### src/rtl/imem_loader_pkg.sv
// Shared ISA-side constants for the instruction memory and its loader.
// State encodings are plain constants so older blocks can compare against them.
package imem_loader_pkg;

  localparam int IMEM_ADDR_W      = 10;
  localparam int INSTR_W          = 16;
  localparam int LOADER_MAX_WORDS = 1 << IMEM_ADDR_W;

  localparam int STATE_W = 3;

  localparam logic [STATE_W-1:0] LEN_HI  = 3'd0;
  localparam logic [STATE_W-1:0] LEN_LO  = 3'd1;
  localparam logic [STATE_W-1:0] DATA_HI = 3'd2;
  localparam logic [STATE_W-1:0] DATA_LO = 3'd3;
  localparam logic [STATE_W-1:0] SUM_HI  = 3'd4;
  localparam logic [STATE_W-1:0] SUM_LO  = 3'd5;
  localparam logic [STATE_W-1:0] DONE    = 3'd6;
  localparam logic [STATE_W-1:0] ERROR   = 3'd7;

  // A frame must carry at least one word and no more than the memory holds.
  function automatic logic len_ok(input logic [15:0] len, input int max_words);
    return (len != 16'd0) && ({16'd0, len} <= $unsigned(max_words));
  endfunction

  function automatic logic [15:0] sum16(input logic [15:0] a, input logic [15:0] b);
    return a + b;
  endfunction

endpackage

### src/rtl/loader_byte_pair.sv
// Pairs a latched high byte with the live low byte into a big-endian word
// and keeps the running 16-bit additive checksum of the data words.
module loader_byte_pair
  import imem_loader_pkg::*;
(
  input  logic        clk,
  input  logic        reset,
  input  logic        hi_load,
  input  logic        sum_clear,
  input  logic        sum_add,
  input  logic [7:0]  byte_in,
  output logic [15:0] word,
  output logic [15:0] checksum
);

  logic [7:0]  hi_r;
  logic [15:0] sum_r;

  assign word     = {hi_r, byte_in};
  assign checksum = sum_r;

  // High-byte holding register
  always_ff @(posedge clk or posedge reset) begin
    if (reset) begin
      hi_r <= 8'd0;
    end else if (hi_load) begin
      hi_r <= byte_in;
    end
  end

  // Checksum accumulator; clear wins over add so a restart never carries stale data
  always_ff @(posedge clk or posedge reset) begin
    if (reset) begin
      sum_r <= 16'd0;
    end else if (sum_clear) begin
      sum_r <= 16'd0;
    end else if (sum_add) begin
      sum_r <= sum16(sum_r, word);
    end
  end

endmodule

### src/rtl/imem_loader.sv
// Fills instruction memory from a framed byte stream and holds the CPU in
// reset until a complete image with a matching checksum has been written.
module imem_loader
  import imem_loader_pkg::*;
#(
  parameter int ADDR_W    = IMEM_ADDR_W,
  parameter int DATA_W    = INSTR_W,
  parameter int MAX_WORDS = LOADER_MAX_WORDS
) (
  input  logic              clk,
  input  logic              reset,
  input  logic              in_valid,
  input  logic [7:0]        in_data,
  output logic              in_ready,
  input  logic              reload,
  output logic              imem_we,
  output logic [ADDR_W-1:0] imem_waddr,
  output logic [DATA_W-1:0] imem_wdata,
  output logic              cpu_reset,
  output logic              done,
  output logic              error
);

  localparam logic [ADDR_W:0] IDX_ONE = (ADDR_W + 1)'(1);

  logic [STATE_W-1:0] state_r;
  logic [STATE_W-1:0] state_nxt_s;

  logic [ADDR_W:0]    count_r;
  logic [ADDR_W:0]    idx_r;

  logic               imem_we_r;
  logic [ADDR_W-1:0]  imem_waddr_r;
  logic [DATA_W-1:0]  imem_wdata_r;
  logic               cpu_reset_r;
  logic               done_r;
  logic               error_r;

  logic               accept_s;
  logic               hi_load_s;
  logic               write_s;
  logic               len_good_s;
  logic               restart_s;
  logic               last_word_s;
  logic [15:0]        pair_word_s;
  logic [15:0]        checksum_s;

  // Ready depends on state alone so the upstream handshake has no loop through in_valid.
  assign in_ready  = (state_r != DONE) && (state_r != ERROR);
  assign accept_s  = in_valid && in_ready;

  assign hi_load_s   = accept_s && ((state_r == LEN_HI) || (state_r == DATA_HI) || (state_r == SUM_HI));
  assign write_s     = accept_s && (state_r == DATA_LO);
  assign len_good_s  = accept_s && (state_r == LEN_LO) && len_ok(pair_word_s, MAX_WORDS);
  assign restart_s   = reload && ((state_r == DONE) || (state_r == ERROR));
  assign last_word_s = ((idx_r + IDX_ONE) == count_r);

  loader_byte_pair u_byte_pair (
    .clk       (clk),
    .reset     (reset),
    .hi_load   (hi_load_s),
    .sum_clear (len_good_s || restart_s),
    .sum_add   (write_s),
    .byte_in   (in_data),
    .word      (pair_word_s),
    .checksum  (checksum_s)
  );

  // Next-state decode for the frame parser
  always_comb begin
    state_nxt_s = state_r;
    case (state_r)
      LEN_HI: begin
        if (accept_s) state_nxt_s = LEN_LO;
        else          state_nxt_s = LEN_HI;
      end
      LEN_LO: begin
        if (!accept_s)       state_nxt_s = LEN_LO;
        else if (len_good_s) state_nxt_s = DATA_HI;
        else                 state_nxt_s = ERROR;
      end
      DATA_HI: begin
        if (accept_s) state_nxt_s = DATA_LO;
        else          state_nxt_s = DATA_HI;
      end
      DATA_LO: begin
        if (!accept_s)        state_nxt_s = DATA_LO;
        else if (last_word_s) state_nxt_s = SUM_HI;
        else                  state_nxt_s = DATA_HI;
      end
      SUM_HI: begin
        if (accept_s) state_nxt_s = SUM_LO;
        else          state_nxt_s = SUM_HI;
      end
      SUM_LO: begin
        if (!accept_s)                      state_nxt_s = SUM_LO;
        else if (pair_word_s == checksum_s) state_nxt_s = DONE;
        else                                state_nxt_s = ERROR;
      end
      DONE, ERROR: begin
        if (reload) state_nxt_s = LEN_HI;
        else        state_nxt_s = state_r;
      end
      default: state_nxt_s = ERROR;
    endcase
  end

  // State register
  always_ff @(posedge clk or posedge reset) begin
    if (reset) begin
      state_r <= LEN_HI;
    end else begin
      state_r <= state_nxt_s;
    end
  end

  // Registered memory write port; address and data hold between writes
  always_ff @(posedge clk or posedge reset) begin
    if (reset) begin
      imem_we_r    <= 1'b0;
      imem_waddr_r <= '0;
      imem_wdata_r <= '0;
    end else begin
      imem_we_r <= write_s;
      if (write_s) begin
        imem_waddr_r <= idx_r[ADDR_W-1:0];
        imem_wdata_r <= DATA_W'(pair_word_s);
      end
    end
  end

  // Word count and write index; LEN is range-checked so the index cannot wrap
  always_ff @(posedge clk or posedge reset) begin
    if (reset) begin
      count_r <= '0;
      idx_r   <= '0;
    end else if (len_good_s) begin
      count_r <= pair_word_s[ADDR_W:0];
      idx_r   <= '0;
    end else if (write_s) begin
      idx_r   <= idx_r + IDX_ONE;
    end else if (restart_s) begin
      count_r <= '0;
      idx_r   <= '0;
    end
  end

  // Status flags track the next state so they change on the same edge as the FSM.
  always_ff @(posedge clk or posedge reset) begin
    if (reset) begin
      cpu_reset_r <= 1'b1;
      done_r      <= 1'b0;
      error_r     <= 1'b0;
    end else begin
      cpu_reset_r <= (state_nxt_s != DONE);
      done_r      <= (state_nxt_s == DONE);
      error_r     <= (state_nxt_s == ERROR);
    end
  end

  assign imem_we    = imem_we_r;
  assign imem_waddr = imem_waddr_r;
  assign imem_wdata = imem_wdata_r;
  assign cpu_reset  = cpu_reset_r;
  assign done       = done_r;
  assign error      = error_r;

endmodule
### config.mk
export PLATFORM = sky130hd
export DESIGN_NAME = imem_loader
export DESIGN_NICKNAME = d
export VERILOG_FILES = /design/src/rtl/imem_loader_pkg.sv /design/src/rtl/loader_byte_pair.sv /design/src/rtl/imem_loader.sv
export SDC_FILE = /design/constraint.sdc
export NUM_CORES = 1
export LEC_CHECK = 0
export CORE_ASPECT_RATIO = 0.5
export CORE_MARGIN = 2
export CORE_UTILIZATION = 55
export DETAILED_ROUTE_END_ITERATION = 7
export PLACE_DENSITY = 0.74
export SYNTH_ARGS = -nofsm -noshare
export SYNTH_HDL_FRONTEND = slang
export SYNTH_SLANG_ARGS = --single-unit
### constraint.sdc
create_clock -name clk -period 3.92 [get_ports clk]
set_input_delay 0.588 -clock clk [delete_from_list [all_inputs] [get_ports clk]]
set_output_delay 0.588 -clock clk [all_outputs]
set_load 0.01 [all_outputs]
== Word level (Yosys, flattened, before mapping) ==
Index checks and enable logic that the tools add are counted.

* Register bits: 79
* Bits of input ports: 12
* Output and inout port bits: 31
* Logic and storage cells: 66

* Add/sub/neg operators: 2
* Magnitude comparators: 1
* Equality and inequality tests: 15
* Muxes and demuxes: 18
* Reduce and logical (&&, ||, !) cells: 19

{| class="wikitable"
|+ Operators with widths
! operator !! number
|-
| $mux W11 || 5
|-
| $mux W16 || 2
|-
| $pmux W3 S7 || 1
|-
| $eq A3 B3 Y1 const B || 6
|-
| $add A16 B16 Y16 || 1
|-
| $eq A16 B16 Y1 || 1
|-
| $le A16 B11 Y1 const B || 1
|-
| $reduce_bool A16 Y1 || 1
|-
| $mux W3 || 5
|-
| $add A11 B1 Y11 const B || 1
|-
| $eq A11 B11 Y1 || 1
|-
| $ne A3 B3 Y1 const B || 3
|-
| $logic_and A1 B1 Y1 || 8
|-
| $eq A3 B2 Y1 const B || 2
|-
| $logic_or A1 B1 Y1 || 4
|-
| $mux W1 || 4
|-
| $reduce_bool A2 Y1 || 2
|-
| $eq A3 B1 Y1 const B || 1
|-
| $logic_not A3 Y1 || 1
|-
| $reduce_bool A3 Y1 || 1
|-
| $mux W2 || 1
|-
| $ne A2 B1 Y1 const B || 1
|-
| $reduce_and A2 Y1 || 1
|-
| $reduce_or A2 Y1 || 1
|}

== Logic depth before layout (Yosys ltp) ==
* Word-level depth: 9
* Depth in mapped cells: 9
* Mapped depth without buffers: 9

== Modules after synthesis ==
Synthesis repeated with hierarchy kept, for this count alone.

* Cells, all modules: 541
* Area total of the unflattened synthesis: 4729.5 µm²

{| class="wikitable"
|+ By module, submodules not included
! module !! instances !! cells an instance !! area an instance (µm²) !! sequential area each (µm²)
|-
| imem_loader || 1 || 338 || 2917.8 || 1377.6
|-
| loader_byte_pair || 1 || 203 || 1811.7 || 600.6
|}

== Least setup slack after synthesis ==
OpenSTA, ideal clock, no wires.

* Path kind: input to register
* Start point: in in_data[0]
* End point: reg u_byte_pair.sum_r[12] (netlist: u_byte_pair.checksum[12])
* Setup time: 0.129 ns
* Data arrival time: 2.497 ns
* Required time: 3.791 ns
* Setup slack: 1.295 ns
* Cell stages on the path: 9
* Buffers on the path: 0
* Path through: ha_1 -> fa_1 -> a21o_1 -> a221oi_2 -> o21ai_2 -> a211o_1 -> a21oi_2 -> xor2_1 -> o21ai_1

* Word-level cells in the longest chain between the ends: 5
* Elaborated cells on any way between the ends: 9
* Classes of those cells: 1 x add/sub; 1 x order compare; 2 x mux; 5 x reduce/logical

{| class="wikitable"
|+ RTL lines
! what !! line !! RTL
|-
| start: declaration || imem_loader.sv:13 || <nowiki>input logic [7:0] in_data,</nowiki>
|-
| $le A16 B11 Y1 / $reduce_bool A16 Y1 (equally long branches) || imem_loader_pkg.sv:22 || <nowiki>return (len != 16'd0) && ({16'd0, len} <= $unsigned(max_words));</nowiki>
|-
| $logic_and A1 B1 Y1 || imem_loader_pkg.sv:22 ||
|-
| $logic_and A1 B1 Y1 || imem_loader.sv:54 || <nowiki>assign len_good_s = accept_s && (state_r == LEN_LO) && len_ok(pair_word_s, MAX_WORDS);</nowiki>
|-
| $logic_or A1 B1 Y1 || imem_loader.sv:62 || <nowiki>.sum_clear (len_good_s || restart_s),</nowiki>
|-
| $mux W16 / $reduce_bool A2 Y1 (equally long branches) || - ||
|-
| end signal: assignment || loader_byte_pair.sv:38 || <nowiki>sum_r <= sum16(sum_r, word);</nowiki>
|-
| end: declaration || loader_byte_pair.sv:17 || <nowiki>logic [15:0] sum_r;</nowiki>
|}

Several ways; a longest one is shown, not always the timed one. The select of a mux whose other input is x is not followed.
A chain may end at the register's enable or synchronous reset.

== Final worst setup path ==
Same ends and word-level chain as after synthesis.

==> impl_results.md <==
- Status: completed
- Detailed Route Iter0 Violations: 309
- Sequential area share after synthesis: 47.61%
- DR WL/cell: 15.77 um
- Placed Cells: 574
- Design area: 0.004972 mm^2
- VDD IR max: 0.4836 mV
- Die ar.: 0.008308 mm^2
- Clock transition at path regs: 0.06 ns
- Largest net degree at the start of global routing: 63
- Cell Area, Placed: 0.004663 mm^2
- # port buffers: 42
- Largest cells by area after synthesis: dfrtp_1, nand2_1, o21ai_0
- Starting Density: 56.75%
- Die Ht: 65.46 um
- CTS HTree Levels: 3
- Worst R2R Start: u_byte_pair.checksum[0]
- Setup violators final: 0
- Vias in the first global route: 3128
- DP HPWL: 6.430 mm
- Clock skew: 0.006432 ns
- Ys Warns: 0
- CP Capture Type: flop
- Cell family with most CP delay: compound AO/OA/AOI/OAI gates
- CTS tree: done
- ANT nets after route: 0
- Resized Gates After CTS: 0
- Total GRT Usage: 24.54%
- Buf/Inv on CP: 1
- Final std cells w/o fill: 590
- Hold buffers post-CTS: 0
- Setup CP Type: input pin to flop
- Synth Register Bits: 79
- Cells after synthesis: 450
- N_diodes: 0
- Max incr delay on CP: 0.48 ns
- Async S/R FF share, synth: 100.0%
- Final hold vios: 0
- Crit path arrival time: 3.16 ns
- CP required: 4.12 ns
- Wirelength, routed: 9.304 mm
- Clk buf depth: 2
- Clk_lat worst skew: 0.34 ns
- Vias per inst: 5.749
- Hold path startpoint: imem_waddr[2]
- Grt ovf: 0
- CORE AREA: 0.007322 mm^2
- Area leader, netlist: dfrtp_1
- CTS buffer count: 9
- Syn nets: 479
- Top_reg_cell synth: dfrtp_1
- Root buffer cell: clkbuf_16
- Final Wtd Congestion: 0.8764
- Synthesized area: 0.004155 mm^2
- Crit start category: input pin
- Slew HR: 33.18%
- Number of setup buffers added after CTS: 0
- Final #Nets: 518
- EDFF count, synth: 0
- Initial antenna violation count: 0
- Min-delay worst type: flop to flop
- Site Rows: 22
- Max Clk Rate: 337.5 MHz
- Worst-Margin Slew: 1.001 ns
- DRT Pass-1 Iters: 4
- Crit-path cells: clkdlybuf4s50_1 -> ha_1 -> fa_1 -> a21o_1 -> a221oi_2 -> o21ai_2 -> a211o_1 -> a21oi_2 -> xor2_1 -> o21ai_1
- Critical Path Fanout Max: 4
- DRC Markers: 0
- Slowest stage cell, crit path: clkdlybuf4s50_1
- Cell variety after synth: 55
- Critical path origin: in_data[0]
- Top-Level Pins: 43
- Core Util, Final: 67.91%
- Clock sinks: 79
- Syn-to-layout area delta: 19.66%
- Final Max Slew Viols: 0
- First-pass GRT wire length: 15.65 mm
- PwrDens: 777.8 mW/mm^2
- Mean Syn Cell Area: 9.234 um^2
- Layout cells sized above 1: 7.490%
- Max-cap violation count: 0
- Period utilization: 75.59%
- Die width: 126.9 um
- Yosys top cell area share: 46.97%
- Via Count: 3392
- Most common cell after layout, fill and taps aside: nand2_1
- Pleak: 0.002328 uW
- RSZ-0062 raised after global routing: no
- Minimum clock period after layout: 2.963 ns
- Most frequent cells in the layout: nand2_1, dfrtp_1, o21ai_0
- Setup TNS Final: 0 ns
==> state kept, by name, summed over array words and instances, names as in the netlist <==
signal,count
done,1
imem_we,1
state_r,3
count_r,11
u_byte_pair.checksum,16
imem_wdata,16
imem_waddr,10
error,1
u_byte_pair.hi_r,8
idx_r,11
cpu_reset,1
==> worst reg2reg max path, cell delays in order, from the launching register on <==
cell and delay, ns:
dfrtp_1 0.38, ha_1 0.23, fa_1 0.41, a21o_1 0.22, a221oi_2 0.38, o21ai_2 0.13, a211o_1 0.31, a21oi_2 0.14
xor2_1 0.15, o21ai_1 0.07
==> cell usage after synthesis, drive strengths merged (3+ instances only) <==
cell type   n
a211oi      4
a21o        4
a21oi      14
a22o        5
and2        3
and3        4
buf         7
clkbuf     14
dfrtp      78
ha         16
inv        19
mux2        4
nand2      81
nand3      22
nand4       5
nor2       23
nor2b       4
nor3        3
nor4        8
o21a        5
o21ai      62
o31ai       4
or2         3
xnor2      15
xor2       15
==> metrics by stage <==
step                total power [uW]  hold slack [ns]  setup WS, ns
floorplan                       2451           0.4538         1.295
global placement                2968           0.4563        0.6679
detailed placement              3005           0.4613        0.6057
CTS                             3888           0.4762        0.9715
global route                    4144           0.4987        0.8198
finish                          3867           0.4692        0.9569
==> power by group <==
| part | internal [uW] | total (uW) | leakage, uW | switching, uW |
|---|---|---|---|---|
| clock network | 530 | 859 | 0.000153 | 329 |
| registers | 1080 | 1300 | 0.00103 | 217 |
| logic | 780 | 1710 | 0.00115 | 930 |
| total | 2390 | 3870 | 0.00233 | 1480 |
==> per-layer routing <==
layer	track usage [%]	vias up	share of wire, %
met2	37.30	62	45
met5	0	-	0
met1	34.47	1673	50
li1	-	1649	-
met3	8.143	8	4.8
met4	5.632	0	0.73
==> logic make-up (layout without fill, tap and decap cells) <==
logic type                 after synthesis  after routing  synth area share, %
and+or+nand+nor                        163            163                18.13
AOI/OAI and AO/OA                      116            116                17.52
DFF                                     79             79                47.61
buffers and inverters                   40             84                3.794
xor gates and xnor gates                30             30                6.324
adders and majority gates               17             17                5.300
muxes                                    5              5                1.325
==> area by class of cell <==
| cell class | instances | area (um^2) |
|---|---|---|
| fill | 602 | 2350 |
| inverter | 19 | 72.57 |
| clock buffer | 12 | 256.5 |
| multi-input combinational | 331 | 2019 |
| timing repair buffer | 49 | 473.0 |
| clock inverter | 4 | 52.55 |
| tap | 96 | 120.1 |
| sequential | 79 | 1978 |
==> final timing paths <==
| path | endpoint | slack (ns) | cells past startpoint |
|---|---|---|---|
| max reg2reg | u_byte_pair.checksum[12] | 1.36 | 9 |
| min | imem_waddr[2] | 0.47 | 2 |
| max | u_byte_pair.checksum[12] | 0.96 | 10 |
| max in group asynchronous | idx_r[1] | 2.40 | 3 |
| min reg2reg | imem_waddr[2] | 0.47 | 2 |
| min in group asynchronous | imem_waddr[6] | 0.78 | 2 |
Power figures use the tool's default switching activity.
